`config.mk`:
```
export PLATFORM = sky130hd
export DESIGN_NAME = inst_fetch_unit_flat
export DESIGN_NICKNAME = d
export VERILOG_FILES = /design/src/rtl/ifu_pkg.sv /design/src/rtl/inst_fetch_unit_if.sv /design/src/rtl/inst_fetch_unit_queue.sv /design/src/rtl/inst_fetch_unit.sv /design/src/flat_wrapper.sv
export SDC_FILE = /design/constraint.sdc
export NUM_CORES = 1
export LEC_CHECK = 0
export ABC_CLOCK_PERIOD_IN_PS = 9400
export BUFFER_PORTS_ARGS = -buffer_cell sky130_fd_sc_hd__buf_2
export CORE_MARGIN = 2
export CORE_UTILIZATION = 50
export DETAILED_ROUTE_END_ITERATION = 10
export PLACE_DENSITY = 0.69
export SKIP_LAST_GASP = 1
export SLEW_MARGIN = 40
export SYNTH_ARGS = -nofsm -noshare
export SYNTH_HDL_FRONTEND = slang
export SYNTH_HIERARCHICAL = 1
export SYNTH_SLANG_ARGS = --single-unit
export TNS_END_PERCENT = 5
```
`constraint.sdc`:
```
create_clock -name clk -period 9.4 [get_ports clk]
set_input_delay 0.94 -clock clk [delete_from_list [all_inputs] [get_ports clk]]
set_output_delay 0.94 -clock clk [all_outputs]
set_load 0.05 [all_outputs]
```
`src/rtl/ifu_pkg.sv`:
```
// ifu_pkg -- shared types and helpers for the instruction fetch unit.
//   ifu_state_e : fetch FSM states (IDLE, WAIT, DROP)
//   OPC_JAL     : RV32 JAL major opcode, used by the optional pre-decode
//   ENTRY_W     : width of one instruction queue entry (pc, instruction, pred)
//   ifu_entry_t : packed queue entry
//   j_imm()     : sign-extended J-type immediate of an instruction word
package ifu_pkg;

    typedef enum logic [1:0] {
        IDLE = 2'd0,
        WAIT = 2'd1,
        DROP = 2'd2
    } ifu_state_e;

    localparam logic [6:0] OPC_JAL = 7'b1101111;
    localparam int         ENTRY_W = 65;

    typedef struct packed {
        logic [31:0] pc;
        logic [31:0] instr;
        logic        pred;
    } ifu_entry_t;

    // J-immediate: imm[20|10:1|11|19:12] lives in instr[31:12]; bit 0 is always zero.
    function automatic logic [31:0] j_imm(input logic [31:0] instr);
        return {{12{instr[31]}}, instr[19:12], instr[20], instr[30:21], 1'b0};
    endfunction

endpackage

```
`src/rtl/inst_fetch_unit_if.sv`:
```
// inst_fetch_unit_if -- bundle of the fetch unit's bus signals.
//   cache side  : fetch_req, fetch_addr (to cache); fetch_data, fetch_ready (from cache)
//   redirect    : redirect_valid, redirect_pc (from branch/commit logic)
//   decode side : inst_valid, inst_data, inst_pc, inst_pred_taken (to decoder); inst_ready (from decoder)
// Modports: master = the fetch unit, slave = its environment (cache, redirect source, decoder).
interface inst_fetch_unit_if;

    logic        fetch_req;
    logic [31:0] fetch_addr;
    logic [31:0] fetch_data;
    logic        fetch_ready;

    logic        redirect_valid;
    logic [31:0] redirect_pc;

    logic        inst_valid;
    logic        inst_ready;
    logic [31:0] inst_data;
    logic [31:0] inst_pc;
    logic        inst_pred_taken;

    modport master (
        output fetch_req, fetch_addr,
        input  fetch_data, fetch_ready,
        input  redirect_valid, redirect_pc,
        output inst_valid, inst_data, inst_pc, inst_pred_taken,
        input  inst_ready
    );

    modport slave (
        input  fetch_req, fetch_addr,
        output fetch_data, fetch_ready,
        output redirect_valid, redirect_pc,
        input  inst_valid, inst_data, inst_pc, inst_pred_taken,
        output inst_ready
    );

endinterface

```
`src/rtl/inst_fetch_unit_queue.sv`:
```
// inst_queue -- synchronous FIFO of fetched instructions with a registered head.
//   clk, rst     : clock, synchronous active-high reset
//   flush        : drop all entries (wins over push/pop)
//   push         : write push_entry at the tail (ignored when full)
//   pop          : remove the head (ignored when empty)
//   head_valid   : registered, queue not empty
//   head_entry   : registered copy of the head entry (zero when empty)
//   count        : number of stored entries
// DEPTH must be a power of two so the pointers wrap naturally.
module inst_queue
    import ifu_pkg::*;
#(
    parameter int DEPTH = 8
)
(
    input  logic                     clk,
    input  logic                     rst,
    input  logic                     flush,
    input  logic                     push,
    input  ifu_entry_t               push_entry,
    input  logic                     pop,
    output logic                     head_valid,
    output ifu_entry_t               head_entry,
    output logic [$clog2(DEPTH):0]   count
);

    localparam int PTR_W = $clog2(DEPTH);
    localparam int CNT_W = PTR_W + 1;
    localparam logic [CNT_W-1:0] DEPTH_C = CNT_W'(DEPTH);

    ifu_entry_t         mem_r [DEPTH];
    logic [PTR_W-1:0]   wr_ptr_r;
    logic [PTR_W-1:0]   rd_ptr_r;
    logic [PTR_W-1:0]   rd_ptr_n_s;
    logic [CNT_W-1:0]   count_r;
    logic [CNT_W-1:0]   count_n_s;
    logic               head_valid_r;
    ifu_entry_t         head_entry_r;
    ifu_entry_t         head_n_s;
    logic               push_s;
    logic               pop_s;

    // Next pointer/count and the entry that will sit at the head after this edge.
    always_comb begin
        push_s     = push & (count_r != DEPTH_C);
        pop_s      = pop & head_valid_r;
        rd_ptr_n_s = rd_ptr_r;
        count_n_s  = count_r;
        head_n_s   = '0;

        if (pop_s) begin
            rd_ptr_n_s = rd_ptr_r + PTR_W'(1);
        end else begin
            rd_ptr_n_s = rd_ptr_r;
        end

        case ({push_s, pop_s})
            2'b10:   count_n_s = count_r + CNT_W'(1);
            2'b01:   count_n_s = count_r - CNT_W'(1);
            default: count_n_s = count_r;
        endcase

        // If the queue is empty once the pop is applied, the new head is the
        // entry being written now, which is not yet in mem_r.
        if (count_n_s == '0) begin
            head_n_s = '0;
        end else if (push_s && (count_r == (pop_s ? CNT_W'(1) : CNT_W'(0)))) begin
            head_n_s = push_entry;
        end else begin
            head_n_s = mem_r[rd_ptr_n_s];
        end
    end

    // Pointers, occupancy and registered head.
    always_ff @(posedge clk) begin
        if (rst || flush) begin
            wr_ptr_r     <= '0;
            rd_ptr_r     <= '0;
            count_r      <= '0;
            head_valid_r <= 1'b0;
            head_entry_r <= '0;
        end else begin
            if (push_s) begin
                wr_ptr_r <= wr_ptr_r + PTR_W'(1);
            end
            rd_ptr_r     <= rd_ptr_n_s;
            count_r      <= count_n_s;
            head_valid_r <= (count_n_s != '0);
            head_entry_r <= head_n_s;
        end
    end

    // Entry storage; contents are only read when counted as valid, so no reset.
    always_ff @(posedge clk) begin
        if (push_s && !flush && !rst) begin
            mem_r[wr_ptr_r] <= push_entry;
        end
    end

    assign head_valid = head_valid_r;
    assign head_entry = head_entry_r;
    assign count      = count_r;

endmodule

```
`src/rtl/inst_fetch_unit.sv`:
```
// inst_fetch_unit -- holds the fetch PC, issues one outstanding word request at a
// time to the instruction cache, queues returned words with their PC and hands
// them to the decoder over valid/ready.
//   clk, rst : clock, synchronous active-high reset
//   bus      : inst_fetch_unit_if.master (cache request/response, redirect, decode handshake)
// Parameters: RESET_PC (fetch PC after reset), QUEUE_DEPTH (power of two, 2..32).
// Build option: define IFU_JAL_REDIRECT_EN to follow JAL targets at push time
// and flag such entries with inst_pred_taken.
module inst_fetch_unit
    import ifu_pkg::*;
#(
    parameter logic [31:0] RESET_PC    = 32'h0000_0000,
    parameter int          QUEUE_DEPTH = 8
)
(
    input  logic                   clk,
    input  logic                   rst,
    inst_fetch_unit_if.master      bus
);

    localparam int CNT_W = $clog2(QUEUE_DEPTH) + 1;
    localparam logic [CNT_W-1:0] DEPTH_C = CNT_W'(QUEUE_DEPTH);

    ifu_state_e         state_r;
    ifu_state_e         state_n_s;
    logic [31:0]        pc_r;
    logic [31:0]        pc_n_s;
    logic               fetch_req_r;
    logic               req_n_s;
    logic [31:0]        fetch_addr_r;
    logic [31:0]        addr_n_s;
    logic [31:0]        redirect_pc_s;
    logic [31:0]        next_pc_s;
    logic               pred_s;
    logic               push_s;
    logic               flush_s;
    ifu_entry_t         push_entry_s;
    ifu_entry_t         head_entry_s;
    logic               head_valid_s;
    logic [CNT_W-1:0]   q_count_s;

`ifdef IFU_JAL_REDIRECT_EN
    // Pre-decode: a returning JAL steers the next fetch to its target.
    always_comb begin
        if (bus.fetch_data[6:0] == OPC_JAL) begin
            next_pc_s = pc_r + j_imm(bus.fetch_data);
            pred_s    = 1'b1;
        end else begin
            next_pc_s = pc_r + 32'd4;
            pred_s    = 1'b0;
        end
    end
`else
    // Sequential fetch only.
    always_comb begin
        next_pc_s = pc_r + 32'd4;
        pred_s    = 1'b0;
    end
`endif

    assign redirect_pc_s = {bus.redirect_pc[31:2], 2'b00};
    assign push_entry_s  = {pc_r, bus.fetch_data, pred_s};

    // Fetch FSM next state; a redirect overrides everything else in every state.
    always_comb begin
        state_n_s = state_r;
        pc_n_s    = pc_r;
        req_n_s   = fetch_req_r;
        addr_n_s  = fetch_addr_r;
        push_s    = 1'b0;
        flush_s   = 1'b0;

        if (bus.redirect_valid) begin
            flush_s = 1'b1;
            pc_n_s  = redirect_pc_s;
            req_n_s = 1'b0;
            // A request still in flight must have its response swallowed in DROP.
            case (state_r)
                WAIT, DROP: state_n_s = bus.fetch_ready ? IDLE : DROP;
                default:    state_n_s = IDLE;
            endcase
        end else begin
            case (state_r)
                IDLE: begin
                    if (q_count_s < DEPTH_C) begin
                        req_n_s   = 1'b1;
                        addr_n_s  = pc_r;
                        state_n_s = WAIT;
                    end else begin
                        state_n_s = IDLE;
                    end
                end
                WAIT: begin
                    if (bus.fetch_ready) begin
                        push_s    = 1'b1;
                        pc_n_s    = next_pc_s;
                        req_n_s   = 1'b0;
                        state_n_s = IDLE;
                    end else begin
                        state_n_s = WAIT;
                    end
                end
                DROP: begin
                    if (bus.fetch_ready) begin
                        state_n_s = IDLE;
                    end else begin
                        state_n_s = DROP;
                    end
                end
                default: begin
                    req_n_s   = 1'b0;
                    state_n_s = IDLE;
                end
            endcase
        end
    end

    // Fetch FSM state, PC and registered cache request.
    always_ff @(posedge clk) begin
        if (rst) begin
            state_r      <= IDLE;
            pc_r         <= RESET_PC;
            fetch_req_r  <= 1'b0;
            fetch_addr_r <= RESET_PC;
        end else begin
            state_r      <= state_n_s;
            pc_r         <= pc_n_s;
            fetch_req_r  <= req_n_s;
            fetch_addr_r <= addr_n_s;
        end
    end

    inst_queue #(
        .DEPTH (QUEUE_DEPTH)
    ) u_queue (
        .clk        (clk),
        .rst        (rst),
        .flush      (flush_s),
        .push       (push_s),
        .push_entry (push_entry_s),
        .pop        (bus.inst_ready),
        .head_valid (head_valid_s),
        .head_entry (head_entry_s),
        .count      (q_count_s)
    );

    assign bus.fetch_req       = fetch_req_r;
    assign bus.fetch_addr      = fetch_addr_r;
    assign bus.inst_valid      = head_valid_s;
    assign bus.inst_data       = head_entry_s.instr;
    assign bus.inst_pc         = head_entry_s.pc;
    assign bus.inst_pred_taken = head_entry_s.pred;

endmodule

```
`src/flat_wrapper.sv`:
```
// flat-port wrapper written by rule: the top's interface ports become plain ports
module inst_fetch_unit_flat import ifu_pkg::*;
#(
    parameter logic [31:0] RESET_PC    = 32'h0000_0000,
    parameter int          QUEUE_DEPTH = 8
)
  (clk, rst, bus_fetch_req, bus_fetch_addr, bus_fetch_data, bus_fetch_ready, bus_redirect_valid, bus_redirect_pc, bus_inst_valid, bus_inst_data, bus_inst_pc, bus_inst_pred_taken, bus_inst_ready);
  inst_fetch_unit_if bus_i ();
  input  logic clk;
  input  logic rst;
  output wire logic [$bits(bus_i.fetch_req)-1:0] bus_fetch_req;
  output wire logic [$bits(bus_i.fetch_addr)-1:0] bus_fetch_addr;
  input wire logic [$bits(bus_i.fetch_data)-1:0] bus_fetch_data;
  input wire logic [$bits(bus_i.fetch_ready)-1:0] bus_fetch_ready;
  input wire logic [$bits(bus_i.redirect_valid)-1:0] bus_redirect_valid;
  input wire logic [$bits(bus_i.redirect_pc)-1:0] bus_redirect_pc;
  output wire logic [$bits(bus_i.inst_valid)-1:0] bus_inst_valid;
  output wire logic [$bits(bus_i.inst_data)-1:0] bus_inst_data;
  output wire logic [$bits(bus_i.inst_pc)-1:0] bus_inst_pc;
  output wire logic [$bits(bus_i.inst_pred_taken)-1:0] bus_inst_pred_taken;
  input wire logic [$bits(bus_i.inst_ready)-1:0] bus_inst_ready;
  assign bus_fetch_req = bus_i.fetch_req;
  assign bus_fetch_addr = bus_i.fetch_addr;
  assign bus_i.fetch_data = bus_fetch_data;
  assign bus_i.fetch_ready = bus_fetch_ready;
  assign bus_i.redirect_valid = bus_redirect_valid;
  assign bus_i.redirect_pc = bus_redirect_pc;
  assign bus_inst_valid = bus_i.inst_valid;
  assign bus_inst_data = bus_i.inst_data;
  assign bus_inst_pc = bus_i.inst_pc;
  assign bus_inst_pred_taken = bus_i.inst_pred_taken;
  assign bus_i.inst_ready = bus_inst_ready;
  inst_fetch_unit #(.RESET_PC(RESET_PC), .QUEUE_DEPTH(QUEUE_DEPTH)) u_core (.clk(clk), .rst(rst), .bus(bus_i));
endmodule
```
Word-level counts from Yosys, hierarchy flattened
Memory sizes are Yosys's and may differ from the RTL's.
Cells that the tools add are included.
{ "classes": {"n_eq_ne": 8, "order_cmp": 1, "n_mux": 22, "bitwise": 4, "reduce_logical": 19, "addsub": 5} }
{ "op_table": {"columns": ["op", "n"], "rows": [
  ["32-bit two-way mux", 3],
  ["65-bit two-way mux", 1],
  ["32-bit by 3-bit adder with 32-bit output (second input constant)", 1],
  ["1-bit two-way mux", 11],
  ["4-bit one-hot mux with 2 select lines", 1],
  ["3-bit by 1-bit adder with 3-bit output (second input constant)", 2],
  ["2-bit two-way mux", 3],
  ["2-bit one-hot mux with 3 select lines", 1],
  ["3-bit AND reduction", 2],
  ["2-bit OR reduction", 3],
  ["4-bit by 1-bit adder with 4-bit output (second input constant)", 1],
  ["2-bit by 1-bit == test with 1-bit output (second input constant)", 2],
  ["2-bit == test (second input constant)", 2],
  ["4-bit by 1-bit == test with 1-bit output", 1],
  ["4-bit logical NOT", 1],
  ["4-bit less-than comparator (second input constant)", 1],
  ["4-bit != test (second input constant)", 1],
  ["2-bit AND reduction", 2],
  ["2-bit nonzero test", 2],
  ["4-bit nonzero test", 1],
  ["4-bit by 1-bit subtractor with 4-bit output (second input constant)", 1],
  ["1-bit logical AND", 3],
  ["3-bit two-way mux", 1],
  ["1-bit one-hot mux with 3 select lines", 1],
  ["8 further kinds", 11]
]} }
{ "totals": {"out_inout_bits": 99, "word_cells": 72, "reg_bits": 143, "in_bits": 69, "ram_bits": 512, "memories": 1} }
{ "mem_list": {"columns": ["memory", "depth", "width", "rd", "rd_clocked_by_memory_dff", "write_ports", "line_no", "source"], "rows": [
  ["u_core.u_queue.mem_r", 8, 64, 1, 0, 1, "inst_fetch_unit_queue.sv:31", "ifu_entry_t mem_r [DEPTH];"]
]} }

Logic depth before layout (Yosys ltp)
Gate-level depths: netlist (run 1).
{ "logic_depth": {"word_depth": 8, "depth_mapped": 15, "mapped_depth_nobuf": 13} }

Modules after synthesis
Netlist (run 1), hierarchy kept.
{ "by_module_without_submodules": {"columns": ["module", "cells_each", "instances", "area_each_um2"], "rows": [
  ["inst_queue", 1459, 1, 23973.0],
  ["inst_fetch_unit", 350, 1, 2835.2]
]} }

Worst setup path before layout (run 1)
OpenSTA, ideal clock, no wires.
{ "synth_path": {"kind": "input to register", "from": "input port bus_redirect_valid", "to": "memory u_core/u_queue/mem_r[0][0] (netlist name) (enable)", "setup_time_ns": 0.568, "stages": 6, "t_arrival_ns": 6.483, "path_slack_ns": 2.348, "n_path_buf": 2, "path_cell_list": "clkbuf_1 clkbuf_1 nor2_1 o41ai_2 or3_1 nor3_1"} }
{ "synth_between": {"elab_chain_cells": 6, "word_cells_on_any_way": 8, "classes_between": "mux (4); bitwise (1); reduce/logical (3)"} }
{ "synth_rtl": {"columns": ["item", "line_no", "source"], "rows": [
  ["start, declared", "flat_wrapper.sv:15", "input wire logic [$bits(bus_i.redirect_valid)-1:0] bus_redirect_valid;"],
  ["1-bit two-way mux", "inst_fetch_unit.sv:73", "if (bus.redirect_valid) begin"],
  ["via u_core.push_s", "inst_fetch_unit.sv:35", "logic push_s;"],
  ["1-bit AND", "inst_fetch_unit_queue.sv:45", "push_s = push & (count_r != DEPTH_C);"],
  ["1-bit logical AND (2 in series)", "inst_fetch_unit_queue.sv:95", "if (push_s && !flush && !rst) begin"],
  ["1-bit two-way mux", "inst_fetch_unit_queue.sv:95", null],
  ["1-bit two-way mux (not written as such)", "inst_fetch_unit_queue.sv:96", "mem_r[wr_ptr_r] <= push_entry;"],
  ["end, declared", "inst_fetch_unit_queue.sv:31", null]
]} }
The timed path passes the listed nets, and every way through them passes these cells.

Worst setup path in the final report (run 1)
{ "layout_path": {"from": "register u_core.state_r[1]", "to": "register u_core.u_queue.head_entry_r, in the netlist u_core/u_queue/head_entry[27]"} }
{ "layout_between": {"elab_chain_cells": 8, "word_cells_on_any_way": 11, "classes_between": "eq/ne (3); mux (4); bitwise (1); reduce/logical (3)"} }
{ "layout_rtl": {"columns": ["item", "line_no", "source"], "rows": [
  ["start, declared", "inst_fetch_unit.sv:24", "ifu_state_e state_r;"],
  ["start signal, assigned", "inst_fetch_unit.sv:126", "state_r <= state_n_s;"],
  ["2-bit by 1-bit == test with 1-bit output *", "inst_fetch_unit.sv:83", "case (state_r)"],
  ["1-bit two-way mux *", "inst_fetch_unit.sv:83", null],
  ["1-bit two-way mux *", "inst_fetch_unit.sv:73", null],
  ["via u_core.push_s", "inst_fetch_unit.sv:35", null],
  ["1-bit AND *", "inst_fetch_unit_queue.sv:45", null],
  ["2-bit by 1-bit == test with 1-bit output / 2-bit == test (equally long branches)", "inst_fetch_unit_queue.sv:57", "case ({push_s, pop_s})"],
  ["4-bit one-hot mux with 2 select lines", "inst_fetch_unit_queue.sv:57", null],
  ["4-bit logical NOT", "inst_fetch_unit_queue.sv:65", "if (count_n_s == '0) begin"],
  ["2-bit OR reduction (no source line)", null, null],
  ["end signal, assigned", "inst_fetch_unit_queue.sv:89", "head_entry_r <= head_n_s;"],
  ["end, declared", "inst_fetch_unit_queue.sv:38", "ifu_entry_t head_entry_r;"]
]} }
The timed path passes the listed nets; every way through them passes the cells marked *.
A chain may end at the register's enable or synchronous reset.

==> results.txt, run 1 <==
The count of cells resized by post-cts repair came out at 0. The class of the most critical hold timing path is reg2reg. The synthesized instance count came out at 1809. The remaining antenna violation count came out at 0. The number of top-level pins came out at 168. Yosys printed 6 warnings. Setup repair after global routing left no endpoint under its margin.

The pin count of the biggest net entering global routing is 70. The count of flip-flops with a built-in enable after synthesis is 520. Counting every sink on the clock net gives 659. Across all register-to-register paths, the minimum setup slack is 4.96 ns. The via-per-instance ratio is 6.26. The number of antenna violations at the first check in global routing was 0. The area growth from synthesis to final layout came out at 14.7%. The share of synthesized area occupied by flip-flops and latches is 0.686.

The synthesized design contains 659 register bits. The summed negative setup slack over all endpoints is 0 ns. Row generation in the floorplan step produced 84 rows. The setup skew after layout is 0.0210 ns. The mean instance size in the synthesized netlist came out at 14.8 um2. The number of buffers inserted for hold repair after clock tree synthesis came out at 0. The clock network latency to the later pin of the worst-skew pair is 0.61 ns. The critical path start-end classification is reg2reg. The peak supply drop came out at 0.147 mV.

The largest fanout of any net on the critical path came out at 46. The total CTS buffers came out at 69. The worst hold path terminates at u_core/bus.fetch_addr[27]. The CTS root buffer is clkbuf_16.

Prior to clock tree synthesis, the placed netlist has a worst setup slack of 4.61 ns. The vertical die dimension is 236 um. The routability congestion estimate from global placement came out at 0.779. The met1 wire length is 26.7 mm.

Summing over every cut layer, the via total after detailed routing is 16983. The headroom to the max-slew limit is 0.386. Along the worst hold path, the cell count comes to 2.

The number of global-route vias before repair was 17153. The antenna cell count is 0. Of the post-synthesis cell area, the dominant cell type holds 0.582. The arrival time of the worst setup path is 4.87 ns.

The total congestion overflow is 0. The global-route usage over all layers came out at 0.244. The top cell type by total area after synthesis is edfxtp_1. The layout cell share with drive strength beyond 1 is 0.201. By area the synthesized netlist is led by edfxtp_1 58%, dfxtp_1 10%, mux2i_1 4.9%.

The horizontal extent of the die is 236 um. The number of max-capacitance violations reported came out at 0. The run finished with clean final reports. The uppermost layer routed is met4. In this run the most critical hold path is launched from u_core/bus.fetch_addr[27]. The post-layout minimum cycle time is 4.44 ns. The largest incremental delay on the critical path is 0.69 ns. The initial standard-cell utilization of the core came out at 0.508.

In the synthesized netlist the dominant register cell turns out to be edfxtp_1. The final worst setup slack is 4.96 ns. Once detailed placement completed, the half-perimeter wirelength came to 36.1 mm. In the post-synthesis netlist, the cell with the most instances is edfxtp_1. The critical path required time came out at 9.82 ns. The core region is 52800 um2. The area of the die came out at 55500 um2. In this design, the critical path's most frequently occurring cell is ha_1. The leakage power total is 10.4 nW. STA classifies the critical path startpoint as a register. In the synthesized netlist, the cells that appear most often are 520 x edfxtp_1, 142 x nand3_1, 140 x nand2_1.

For this run, design rule violations remaining after detail routing come to 0. Setup violations remaining at the end of the flow were counted as 0. The ratio of total power to cell area came out at 197 nW/um2. The period utilization is 0.473. The mapped cell area came out at 26800 um2. The final number of hold-violating endpoints came out at 0. The nature of the critical path endpoint is a register.

The wire length of the first global-routing pass is 103 mm. The first-pass iteration count of the detailed router is 6. The largest buffer count on any clock path came out at 3. The number of buffers inserted by post-CTS setup repair came out at 0. The met3 wire length is 6.00 mm. The most critical setup path has its startpoint at u_core/state_r[1]. The number of cells on the worst reg-to-reg path is 14. The number of buffer cells added on primary ports came out at 163.

The TritonCTS clock tree is done. Wires add up to 67.9 mm. In this run the critical register-to-register path is launched from u_core/state_r[1].

The detailed router's first-iteration violation count came out at 1672. The share of flip-flops with an asynchronous set or reset is 0. The highest attainable clock frequency is 225 MHz.

The endpoint identified for the worst register-to-register timing path is u_core/u_queue/head_entry[27]. The average wire per standard cell came out at 25.1 um. The detailed-routed wire length on met2 came out at 33.2 mm.

Among all stages on the critical path, the largest delay is contributed by buf_4. The level count of the clock H-tree is 3. The count of unique library cells instantiated by Yosys is 59.

The max-slew violation count is 0. The net count of the finished layout is 2045. The signal on the critical path passes through inv_1, ha_1, nand2_1, nor2_1, o41ai_4, ha_1, xor2_1, ha_1, a21oi_1, xnor2_1, nor4b_1, a211o_4, buf_4, a22oi_1. The clock slew at the register clock pins of the worst setup and hold paths came out at 0.06 ns.

At the pin with the least slew margin, the transition time is 0.920 ns.
## state kept, by name, indices dropped and copies added (netlist names)
name and flops:
u_core/bus.fetch_addr 30, u_core/bus.fetch_req 1, u_core/pc_r 30, u_core/state_r 2
u_core/u_queue/count 4, u_core/u_queue/head_entry 65, u_core/u_queue/head_valid 1, u_core/u_queue/mem_r 520
u_core/u_queue/rd_ptr_r 3, u_core/u_queue/wr_ptr_r 3
## where the power goes
group	switching (mW)	internal [mW]	leakage (nW)	total [mW]
Clock	1.10	1.59	1.09	2.68
Sequential	0.0416	3.16	5.85	3.20
Combinational	0.123	0.0536	3.41	0.177
Total	1.26	4.80	10.4	6.06
## cell families (layout without fill, tap and decap cells)
family,after synthesis,count (layout),synth area share
flip-flops,659,659,0.686
AND/OR/NAND/NOR,405,405,0.0708
AO/OA/AOI/OAI,346,346,0.0941
multiplexers,197,197,0.104
buffers and inverters,157,343,0.0286
XOR/XNOR,34,34,0.0111
adder cells (fa/ha/maj),10,10,0.00467
other,1,29,0.000140
## area by class of cell
| class | instances | area, um2 |
|---|---|---|
| tap | 688 | 861 |
| clock buffer | 103 | 2000 |
| clock inverter | 25 | 238 |
| timing repair buffer | 202 | 1290 |
| sequential | 659 | 18400 |
| inverter | 13 | 48.8 |
| fill | 4099 | 22000 |
| multi-input combinational | 1021 | 7920 |
## through the flow
stage / util / std cells / instance area [um2] / power, mW / hold WS [ns]
floorplan: - / 1837 / 26900 / 3.36 / 0.482
global placement: 0.535 / 2573 / 28200 / 3.43 / 0.443
detailed placement: 0.540 / 2583 / 28500 / 3.44 / 0.444
CTS: 0.583 / 2711 / 30700 / 6.11 / 0.456
global route: 0.583 / 2711 / 30800 / 6.25 / 0.471
finish: 0.583 / 2711 / 30800 / 6.06 / 0.454
## worst max-delay path, delay by kind of cell, from the launching register on
kind	cells	cell delay, ns
buf+inv	2	0.76
flops	1	0.32
simple gates	3	1.03
compound gates	4	1.08
xor+xnor	2	0.28
fa+ha+maj	3	0.76
## cells in the final DEF, fill, tap and decap left out, types with 43 or more instances in the layout
master     count
edfxtp_1     520
buf_2        163
nand3_1      142
nand2_1      140
dfxtp_1      138
mux2i_1      131
a22oi_1      109
o21ai_0       72
clkbuf_16     71
a32oi_1       65
mux4_2        54
nor2_1        51
a21oi_1       43
## worst max-delay path by stage
stage                     cells after the start                             to  slack [ns]
after floorplan                               6     u_core/u_queue/mem_r[0][0]        2.35
after global placement                        8  u_core/u_queue/head_entry[35]        4.47
after detailed placement                     13  u_core/u_queue/head_entry[27]        4.61
after CTS                                     8  u_core/u_queue/head_entry[33]        4.85
after global routing                         14  u_core/u_queue/head_entry[11]        4.75
final                                        14  u_core/u_queue/head_entry[27]        4.96
## routing by layer
metal / track usage / vias to the layer above
met3: 0.0490 / 160
met4: 0.0884 / 0
met1: 0.322 / 8546
met5: 0 / -
li1: - / 7393
met2: 0.403 / 884
Power figures use the tool's default switching activity.
==> run 2: changes to the inputs <==
ABC_CLOCK_PERIOD_IN_PS = 3900   (was 9400)
PLACE_DENSITY = 0.71   (was 0.69)
clock period = 3.9 ns   (was 9.4 ns; I/O delays follow)
==> results.txt, run 2 (synthesis results as in run 1) <==
The leakage power total was 10.4 nW (+0.56%). The estimated wirelength of the detail-placed design is 37.5 mm (+3.9%). The number of max-capacitance violations reported is 0 (unchanged).

The ratio of total power to cell area came out at 463 nW/um2 (+130%). The detailed-route via count was 17045 (+0.37%). The remaining antenna violation count came out at 0 (unchanged). The largest buffer count on any clock path is 3 (unchanged).

The average wire per standard cell came out at 25.2 um (+0.40%). The count of buffer and inverter cells on the critical path came to 3 (+1). The highest attainable clock frequency is 277 MHz (+23%). The clock slew at the register clock pins of the worst setup and hold paths came out at 0.06 ns (about the same). The largest fanout of any net on the critical path came out at 12 (-74%). The layout cell share with drive strength beyond 1 is 0.203 (+0.00275).

STA classifies the critical path startpoint as a register. The path with the worst hold slack has its endpoint at u_core/state_r[1]. The worst register-to-register path begins at u_core/state_r[1]. The CTS sink count came out at 659 (unchanged).

The total CTS buffers was 66 (-4.3%). The level count of the clock H-tree came to 3 (unchanged). The final cell count without fillers came to 2725 (+0.52%). The routability congestion estimate from global placement is 0.796 (+2.2%). In the layout the commonest cells are 520 x edfxtp_1, 163 x buf_2, 142 x nand3_1, 140 x nand2_1, 138 x dfxtp_1. The instance area after placement came out at 28700 um2 (+0.74%). The setup slack of the most critical reg-to-reg path came out at 0.29 ns (-4.67 ns). The most numerous cell type found on the critical path is ha_1.

The total congestion overflow is 0 (unchanged). The filler cell count in the final layout is 4013 (-2.1%). The tightest min-delay check is of the in2reg type. The detailed router's first-iteration violation count came out at 1584 (-5.3%). The setup skew after layout is 0.0249 ns (+0.00395 ns).

The critical path start-end classification is reg2reg. The number of antenna violations at the first check in global routing was 4 (+4). The number of buffer cells added on primary ports came out at 163 (unchanged). The number of flip-flops under the largest register name is 520 (unchanged). The number of buffers inserted for hold repair after clock tree synthesis came out at 0 (unchanged).

The pin count of the biggest net entering global routing came out at 127 (+81%). The final non-filler cell area came to 30900 um2 (+0.48%). The peak supply drop is 0.272 mV (+85%). The slew at the pin closest to its max-slew limit came to 0.901 ns (-0.0197 ns).

Leaving out fill and tap cells, the most frequent cell in the layout is edfxtp_1. The run finished with clean final reports. The critical path goes through inv_1, ha_1, nand2_1, nor2_1, o41ai_2, ha_1, xor2_1, ha_1, a21oi_1, xnor2_1, nor4b_1, a211o_4, buf_12, buf_4, a22oi_1. The worst setup path is captured at a register. The floorplan row count is 84 (unchanged).

The hold slack was 0.0426 ns (-0.411 ns). The clock network latency to the later pin of the worst-skew pair came out at 0.59 ns (-0.02 ns). The origin of the worst min-delay path is bus_fetch_ready. u_core/u_queue/mem_r holds more flip-flops than any other register. The area of the die came out at 55500 um2 (unchanged). The layout net count was 2061 (+0.78%).

The CTS root buffer is clkbuf_16. The via-per-instance ratio was 6.26 (-0.15%). The arrival time of the worst setup path is 4.05 ns (-0.82 ns). The largest incremental delay on the critical path is 0.37 ns (-0.32 ns). TritonCTS built the clock tree. The max-slew violation count is 0 (unchanged). The critical path required time is 4.34 ns (-5.48 ns). Setup repair after global routing left no endpoint under its margin. The global-route usage over all layers came out at 0.245 (+0.00107).

The number of cells on the worst hold path came out at 2 (unchanged). The total detailed-routing wirelength is 68.6 mm (+0.92%). The vertical die dimension is 236 um (unchanged). Grouping stages by cell kind, the critical path spends the most delay in simple AND/OR/NAND/NOR gates. The number of cells on the worst reg-to-reg path came out at 15 (+1).

The multi-input logic area came out at 7920 um2 (about the same). The area growth from synthesis to final layout is 15.3%. The placed cell count was 2597 (+0.54%). The post-layout minimum cycle time is 3.61 ns (-0.830 ns). The final number of setup-violating endpoints came to 0 (unchanged). The wire length of the first global-routing pass came out at 104 mm (+0.64%). The worst reg2reg path endpoint is u_core/u_queue/head_entry[58]. The horizontal extent of the die came to 236 um (unchanged). The final number of hold-violating endpoints is 0 (unchanged). The DRC violation count after routing is 0 (unchanged). The minimum setup slack after placement is 0.233 ns (-4.38 ns).

The storage element area came out at 18400 um2 (unchanged). The slowest stage of the critical path belongs to the cell nor2_1. The headroom to the max-slew limit is 0.400 (+0.0131). The number of top-level pins is 168 (unchanged). The first-pass iteration count of the detailed router came out at 6 (unchanged). The standard cell core area is 52800 um2 (unchanged). The period utilization came out at 0.926 (+0.454). The final worst setup slack is 0.288 ns (-4.67 ns). The number of global-route vias before repair is 17387 (+1.4%). The initial standard-cell utilization of the core came out at 0.508 (unchanged).
## run 2: worst register-to-register path, delay by kind of cell (launching register included)
family,cells,cell delay [ns]
AOI/OAI and AO/OA,4,0.74
adders and majority gates,3,0.79
buffers and inverters,3,0.45
DFF,1,0.34
and+or+nand+nor,3,0.87
xor gates and xnor gates,2,0.29
## run 2: repair_timing
| action | in CTS | in global routing |
|---|---|---|
| buffers inserted | 0 | 4 |
| setup endpoints to repair | 0 | 36 |
| gates resized for setup | 0 | 0 |
## run 2: final cells by class
cell class | instances | share of cell area
Antenna cell | 2 | 0.000162
Clock buffer | 94 | 0.0613
Timing Repair Buffer | 221 | 0.0510
Tap cell | 688 | 0.0279
Multi-Input combinational cell | 1021 | 0.256
Clock inverter | 27 | 0.00648
Sequential cell | 659 | 0.595
Inverter | 13 | 0.00158
## run 2: per-stage QoR
step	TNS, ns	utilization	power (mW)
3_5_place_dp	0	0.544	8.31
4_1_cts	0	0.584	14.4
3_3_place_gp	0	0.544	8.28
6_report	0	0.586	14.3
2_1_floorplan	-357.35	-	8.11
5_1_grt	0	0.586	14.7
## run 2: routing by layer
layer  global-route usage  vias up  share of wire
li1                     -     7418              -
met5                    0        -        0.00012
met4               0.0853        2          0.028
met3               0.0505      129          0.087
met1                0.325     8610           0.40
met2                0.404      886           0.48
## run 2: power by group
part | internal [mW] | total [mW] | switching, mW
clock | 3.58 | 6.15 | 2.57
combinational | 0.136 | 0.438 | 0.302
sequential | 7.62 | 7.73 | 0.104
## run 2: how the worst max path moves through the flow
| stage | cells after the start | from | end | slack (ns) |
|---|---|---|---|---|
| after detailed placement | 14 | u_core/state_r[1] | u_core/u_queue/head_entry[6] | 0.23 |
| after global routing | 15 | u_core/state_r[1] | u_core/u_queue/head_entry[58] | 0.07 |
| final | 15 | u_core/state_r[1] | u_core/u_queue/head_entry[58] | 0.29 |
| after floorplan | 6 | bus_redirect_valid | u_core/u_queue/mem_r[6][0] | -0.86 |
| after global placement | 14 | u_core/state_r[1] | u_core/u_queue/head_entry[62] | 0.43 |
| after CTS | 14 | u_core/state_r[1] | u_core/u_queue/head_entry[58] | 0.18 |
